===== src/rtl/hp_burst_splitter.sv =====
// hp_burst_splitter
// Burst command planner for the HP memory port. Takes contiguous-run
// descriptors (start byte address, element count) and splits each run into
// bus burst commands that respect BUS_BYTES alignment, a MAX_BEATS cap and
// BOUNDARY-byte pages.
//
// Ports:
//   clk, rstn            clock, synchronous active-low reset
//   desc_valid/ready     descriptor handshake; desc_addr (64b), desc_elems (32b)
//   cmd_valid/ready      command handshake; cmd_addr (64b), cmd_bytes (32b),
//                        cmd_len (beats-1), cmd_last (final burst of run)
//   busy                 a descriptor is being split
//   stat_*_cnt           wrapping 32-bit statistics, cleared only by reset
module hp_burst_splitter #(
  parameter int unsigned DATA_BYTES = 2,
  parameter int unsigned BUS_BYTES  = 32,
  parameter int unsigned MAX_BEATS  = 64,
  parameter int unsigned BOUNDARY   = 4096
) (
  input  logic        clk,
  input  logic        rstn,
  input  logic        desc_valid,
  output logic        desc_ready,
  input  logic [63:0] desc_addr,
  input  logic [31:0] desc_elems,
  output logic        cmd_valid,
  input  logic        cmd_ready,
  output logic [63:0] cmd_addr,
  output logic [31:0] cmd_bytes,
  output logic [7:0]  cmd_len,
  output logic        cmd_last,
  output logic        busy,
  output logic [31:0] stat_desc_cnt,
  output logic [31:0] stat_burst_cnt,
  output logic [31:0] stat_unaligned_cnt,
  output logic [31:0] stat_zero_cnt
);

  localparam int unsigned LOG_BUS  = $clog2(BUS_BYTES);
  localparam logic [39:0] BUS_W    = 40'(BUS_BYTES);
  localparam logic [39:0] BND_W    = 40'(BOUNDARY);
  localparam logic [39:0] CAP_W    = 40'(MAX_BEATS * BUS_BYTES);
  localparam logic [63:0] BUS_MASK = 64'(BUS_BYTES - 1);
  localparam logic [63:0] BND_MASK = 64'(BOUNDARY - 1);

  typedef enum logic {
    IDLE  = 1'b0,
    SPLIT = 1'b1
  } state_t;

  state_t      state;
  state_t      state_next;
  logic [63:0] cur_addr;
  logic [39:0] remain;   // 32-bit elems * DATA_BYTES never truncates in 40 bits
  logic [39:0] off_bus;
  logic [39:0] off_bnd;
  logic [39:0] to_bnd;
  logic [39:0] lim;
  logic [39:0] chunk;
  logic [39:0] beats;
  logic        is_last;
  logic        desc_hs;
  logic        cmd_hs;

  assign desc_hs = desc_valid & (state == IDLE);
  assign cmd_hs  = cmd_ready & (state == SPLIT);

  // Size of the next burst from the registered address and remaining bytes.
  always_comb begin
    off_bus = 40'(cur_addr & BUS_MASK);
    off_bnd = 40'(cur_addr & BND_MASK);
    to_bnd  = BND_W - off_bnd;
    if (off_bus != 40'd0) begin
      // Unaligned head: only reach the next beat boundary, so always one beat.
      lim = BUS_W - off_bus;
    end else if (to_bnd < CAP_W) begin
      lim = to_bnd;
    end else begin
      lim = CAP_W;
    end
    if (remain < lim) begin
      chunk = remain;
    end else begin
      chunk = lim;
    end
    beats   = (chunk + BUS_W - 40'd1) >> LOG_BUS;
    is_last = (chunk == remain);
  end

  // FSM state register.
  always_ff @(posedge clk) begin
    if (!rstn) begin
      state <= IDLE;
    end else begin
      state <= state_next;
    end
  end

  // Next state and outputs; command fields are forced to zero outside SPLIT.
  always_comb begin
    state_next = state;
    desc_ready = 1'b0;
    busy       = 1'b0;
    cmd_valid  = 1'b0;
    cmd_addr   = 64'd0;
    cmd_bytes  = 32'd0;
    cmd_len    = 8'd0;
    cmd_last   = 1'b0;
    case (state)
      IDLE: begin
        desc_ready = 1'b1;
        if (desc_valid && (desc_elems != 32'd0)) begin
          state_next = SPLIT;
        end else begin
          state_next = IDLE;
        end
      end
      SPLIT: begin
        busy      = 1'b1;
        cmd_valid = 1'b1;
        cmd_addr  = cur_addr;
        cmd_bytes = 32'(chunk);
        cmd_len   = 8'(beats - 40'd1);
        cmd_last  = is_last;
        if (cmd_ready && is_last) begin
          state_next = IDLE;
        end else begin
          state_next = SPLIT;
        end
      end
      default: begin
        state_next = IDLE;
      end
    endcase
  end

  // Run position: load on a non-empty descriptor, advance on each command.
  always_ff @(posedge clk) begin
    if (!rstn) begin
      cur_addr <= 64'd0;
      remain   <= 40'd0;
    end else if (desc_hs && (desc_elems != 32'd0)) begin
      cur_addr <= desc_addr;
      remain   <= 40'(desc_elems) * 40'(DATA_BYTES);
    end else if (cmd_hs) begin
      cur_addr <= cur_addr + 64'(chunk);
      remain   <= remain - chunk;
    end else begin
      cur_addr <= cur_addr;
      remain   <= remain;
    end
  end

  // Statistics counters, wrapping modulo 2^32.
  always_ff @(posedge clk) begin
    if (!rstn) begin
      stat_desc_cnt      <= 32'd0;
      stat_burst_cnt     <= 32'd0;
      stat_unaligned_cnt <= 32'd0;
      stat_zero_cnt      <= 32'd0;
    end else begin
      if (desc_hs) begin
        stat_desc_cnt <= stat_desc_cnt + 32'd1;
        if (desc_elems == 32'd0) begin
          stat_zero_cnt <= stat_zero_cnt + 32'd1;
        end else if ((desc_addr & BUS_MASK) != 64'd0) begin
          stat_unaligned_cnt <= stat_unaligned_cnt + 32'd1;
        end else begin
          stat_unaligned_cnt <= stat_unaligned_cnt;
        end
      end else begin
        stat_desc_cnt <= stat_desc_cnt;
      end
      if (cmd_hs) begin
        stat_burst_cnt <= stat_burst_cnt + 32'd1;
      end else begin
        stat_burst_cnt <= stat_burst_cnt;
      end
    end
  end

endmodule

===== config.mk =====
export PLATFORM = sky130hd
export DESIGN_NAME = hp_burst_splitter
export DESIGN_NICKNAME = d
export VERILOG_FILES = /design/src/rtl/hp_burst_splitter.sv
export SDC_FILE = /design/constraint.sdc
export NUM_CORES = 1
export LEC_CHECK = 0
export BUFFER_PORTS_ARGS = -buffer_cell sky130_fd_sc_hd__buf_4
export CELL_PAD_IN_SITES_DETAIL_PLACEMENT = 1
export CELL_PAD_IN_SITES_GLOBAL_PLACEMENT = 1
export CORE_MARGIN = 2
export CORE_UTILIZATION = 35
export CTS_BUF_LIST = sky130_fd_sc_hd__clkbuf_2 sky130_fd_sc_hd__clkbuf_4 sky130_fd_sc_hd__clkbuf_8
export CTS_CLUSTER_DIAMETER = 80
export DETAILED_ROUTE_END_ITERATION = 12
export GPL_TIMING_DRIVEN = 0
export PLACE_DENSITY_LB_ADDON = 0.1
export SLEW_MARGIN = 5
export SYNTH_ARGS = -nofsm -noshare
export SYNTH_HDL_FRONTEND = slang
export SYNTH_SLANG_ARGS = --single-unit

===== constraint.sdc =====
create_clock -name clk -period 13.8 [get_ports clk]
set_input_delay 0.69 -clock clk [delete_from_list [all_inputs] [get_ports clk]]
set_output_delay 0.69 -clock clk [all_outputs]
set_load 0.03 [all_outputs]

==> qor.txt <==
status: finished clean
Starting Density: 0.354
fin nets: 2,493
largest net degree at the start of global routing: 14
final worst clock skew: 0.0133 ns
hold_buf cts: 0
P per Cell Area: 116 nW/um^2
Startpoint Class: flop
synth unique cells: 87
synthesis-to-layout area growth: 28.4%
Crit path required time: 14.32 ns
Lkg Pwr: 0.00802 uW
Seq/Total Area, Yosys: 0.314
min Tclk post-route: 8.29 ns
DRC violations left: 0
WS Path Type: reg -> reg
Num Clock Sinks: 233
Hold Crit Class: in -> reg
DR vias: 16,100
post-route insts no fill: 2,890
Placer Congestion: 0.887
Max FO, Critical Path: 10
maxcap violations: 0
layout cell share with drive strength beyond 1: 0.191
relative slew slack: 0.235
largest area contributor in the netlist: dfxtp_1
fill count: 5,275
max incr delay on CP: 0.65 ns
most used flip-flop cell after synthesis: dfxtp_1
CP dominant cell by count: o21ai_1
Synth warnings: 0
worst vdd ir: 0.0000622 V
Worst Setup Slack, final: 5.51 ns
total CTS buffers: 47
I/O pin total: 336
worst-skew pair later-pin latency: 0.63 ns
die extent in x: 210 um
Pre-antenna DRT Iters: 5
Fin. Hold Viols: 0
Arrival @ worst endpoint: 8.81 ns
GRT Total Usage: 0.265
Mapped Area: 14,900 um^2
Yosys reg bits: 233
Antenna Nets Post-Route: 0
Post-synth ARST share: 0
fin crit share: 0.601
Final Total Pwr: 2210 uW
cell with the most instances after synthesis: dfxtp_1
CTS tree: built
synthesized netlist cell count: 1,909
Clock Tree Root: clkbuf_8
initial antenna violation count: 3
Placed Cells: 2,809
EDFF count, synth: 0
Chip Height: 210 um
Final TNS setup: 0 ns
Site Rows: 75
pre-CTS setup slack: 5.59 ns
Iteration-0 DRC Markers: 1,023
CTS max path bufs: 3
Min-Delay Path Depth: 3
post-CTS setup buffer count: 0
Final Util: 0.455
area of the multi-input gates: 9660 um^2
wire per inst: 20.8 um
Setup violations, final: 0
Worst-path clk slew: 0.06 ns
Synth top area share: 0.314
worst r2r path cells: 28
Slowest-stage cell, CP: o21ai_1
remaining global-route overflow: 0
H-tree Lvls: 2
Die ar.: 44,100 um^2
synth top area cells: dfxtp_1 (31%), ha_1 (6.1%), xor2_1 (5.8%), a21oi_1 (5.2%), nor2_1 (5.0%)
list of most frequent post-synthesis cells: dfxtp_1 (233), nor2_1 (197), nand2_1 (189)
RSZ-0062 raised after global routing: no
Final HPWL DP: 45,700 um
Vias/cell: 5.56
max-slew violation count: 0
post-synthesis average cell area: 7.78 um^2
sequential standard cell area: 4660 um^2
first-pass GRT wire length: 91,500 um
Placeable Area: 41,900 um^2
vias in the first global route: 16,000
Worst Tran Pin Value: 1.14 ns
wirelength, routed: 60,100 um
Buffers on Ports: 315
fmax: 0.121 GHz
crit end category: flop
post-CTS sizing: 0
[through the flow]
stage          hold WS [ns]  cell area, um^2
2_1_floorplan         0.462            15000
3_3_place_gp          0.470            18100
3_5_place_dp          0.490            18100
4_1_cts               0.275            19100
5_1_grt               0.300            19100
6_report              0.318            19100
[worst max-delay path: cells and delay by family (launching register included)]
kind / cells / cell delay, ns
adders and majority gates: 2 / 0.61
and+or+nand+nor: 9 / 2.07
DFF: 1 / 0.40
muxes: 1 / 0.38
AOI/OAI and AO/OA: 10 / 3.48
buffers and inverters: 6 / 1.25
[logic make-up after synthesis]
kind of cell	share of synthesized area
AND/OR/NAND/NOR	0.271
AO/OA/AOI/OAI	0.200
flip-flops	0.314
buffers and inverters	0.0478
XOR/XNOR	0.0902
adder cells (fa/ha/maj)	0.0633
multiplexers	0.0132
other	0.000505
[final timing paths]
path,start,end,slack [ns]
max reg2reg,cur_addr[3]$_SDFFE_PN0P_,cur_addr[43]$_SDFFE_PN0P_,5.51
min reg2reg,stat_desc_cnt[31]$_SDFFE_PN0P_,stat_desc_cnt[31]$_SDFFE_PN0P_,0.49
max,cur_addr[3]$_SDFFE_PN0P_,cur_addr[43]$_SDFFE_PN0P_,5.51
min,desc_addr[44],cur_addr[44]$_SDFFE_PN0P_,0.32
[cell type report]
type | count | share of cell area
Multi-Input combinational cell | 1556 | 0.506
Clock inverter | 4 | 0.00328
Antenna cell | 2 | 0.000262
Inverter | 54 | 0.0106
Buffer | 111 | 0.0266
Timing Repair Buffer | 316 | 0.124
Clock buffer | 75 | 0.0486
Tap cell | 539 | 0.0354
Sequential cell | 233 | 0.245
[where the power goes]
| part | leakage, uW | internal (uW) | switching [uW] | total [uW] |
|---|---|---|---|---|
| registers | 0.00189 | 701 | 38.3 | 739 |
| clock network | 0.000526 | 441 | 331 | 772 |
| logic | 0.00560 | 262 | 436 | 698 |
| total | 0.00802 | 1400 | 806 | 2210 |
[placed cells by master, fill, tap and decap left out, types with 12 or more instances in the layout]
cell type  count
a21oi_1      155
and2_1        82
clkbuf_8      58
nor3_1        43
dfxtp_1      233
clkbuf_1      79
conb_1        47
nor2_1       197
xor2_1        98
and3_1        35
nor2b_1       12
o211ai_1      19
and4_1        18
o21ai_0       76
nand2_1      189
a31oi_1       28
xnor2_1       55
a21o_1        23
a22oi_1       50
or3_1         51
o21bai_1      12
ha_1          72
nor4_1        20
inv_1         51
nand4_1       36
nand3_1       72
clkbuf_4      17
buf_4        337
o22ai_1       14
[flip-flops by register name, summed over array words and instances (netlist names)]
name / cells
state: 1
stat_desc_cnt: 32
stat_unaligned_cnt: 32
remain: 40
cur_addr: 64
stat_burst_cnt: 32
stat_zero_cnt: 32
[metal layers]
metal	up-vias	routed length (um)	GRT usage
li1	7613	-	-
met3	107	3430	0.0496
met1	7861	27400	0.358
met2	470	27400	0.428
met4	4	1790	0.0834
met5	-	33	0
Note: power is estimated with default switching activity, not from simulation.
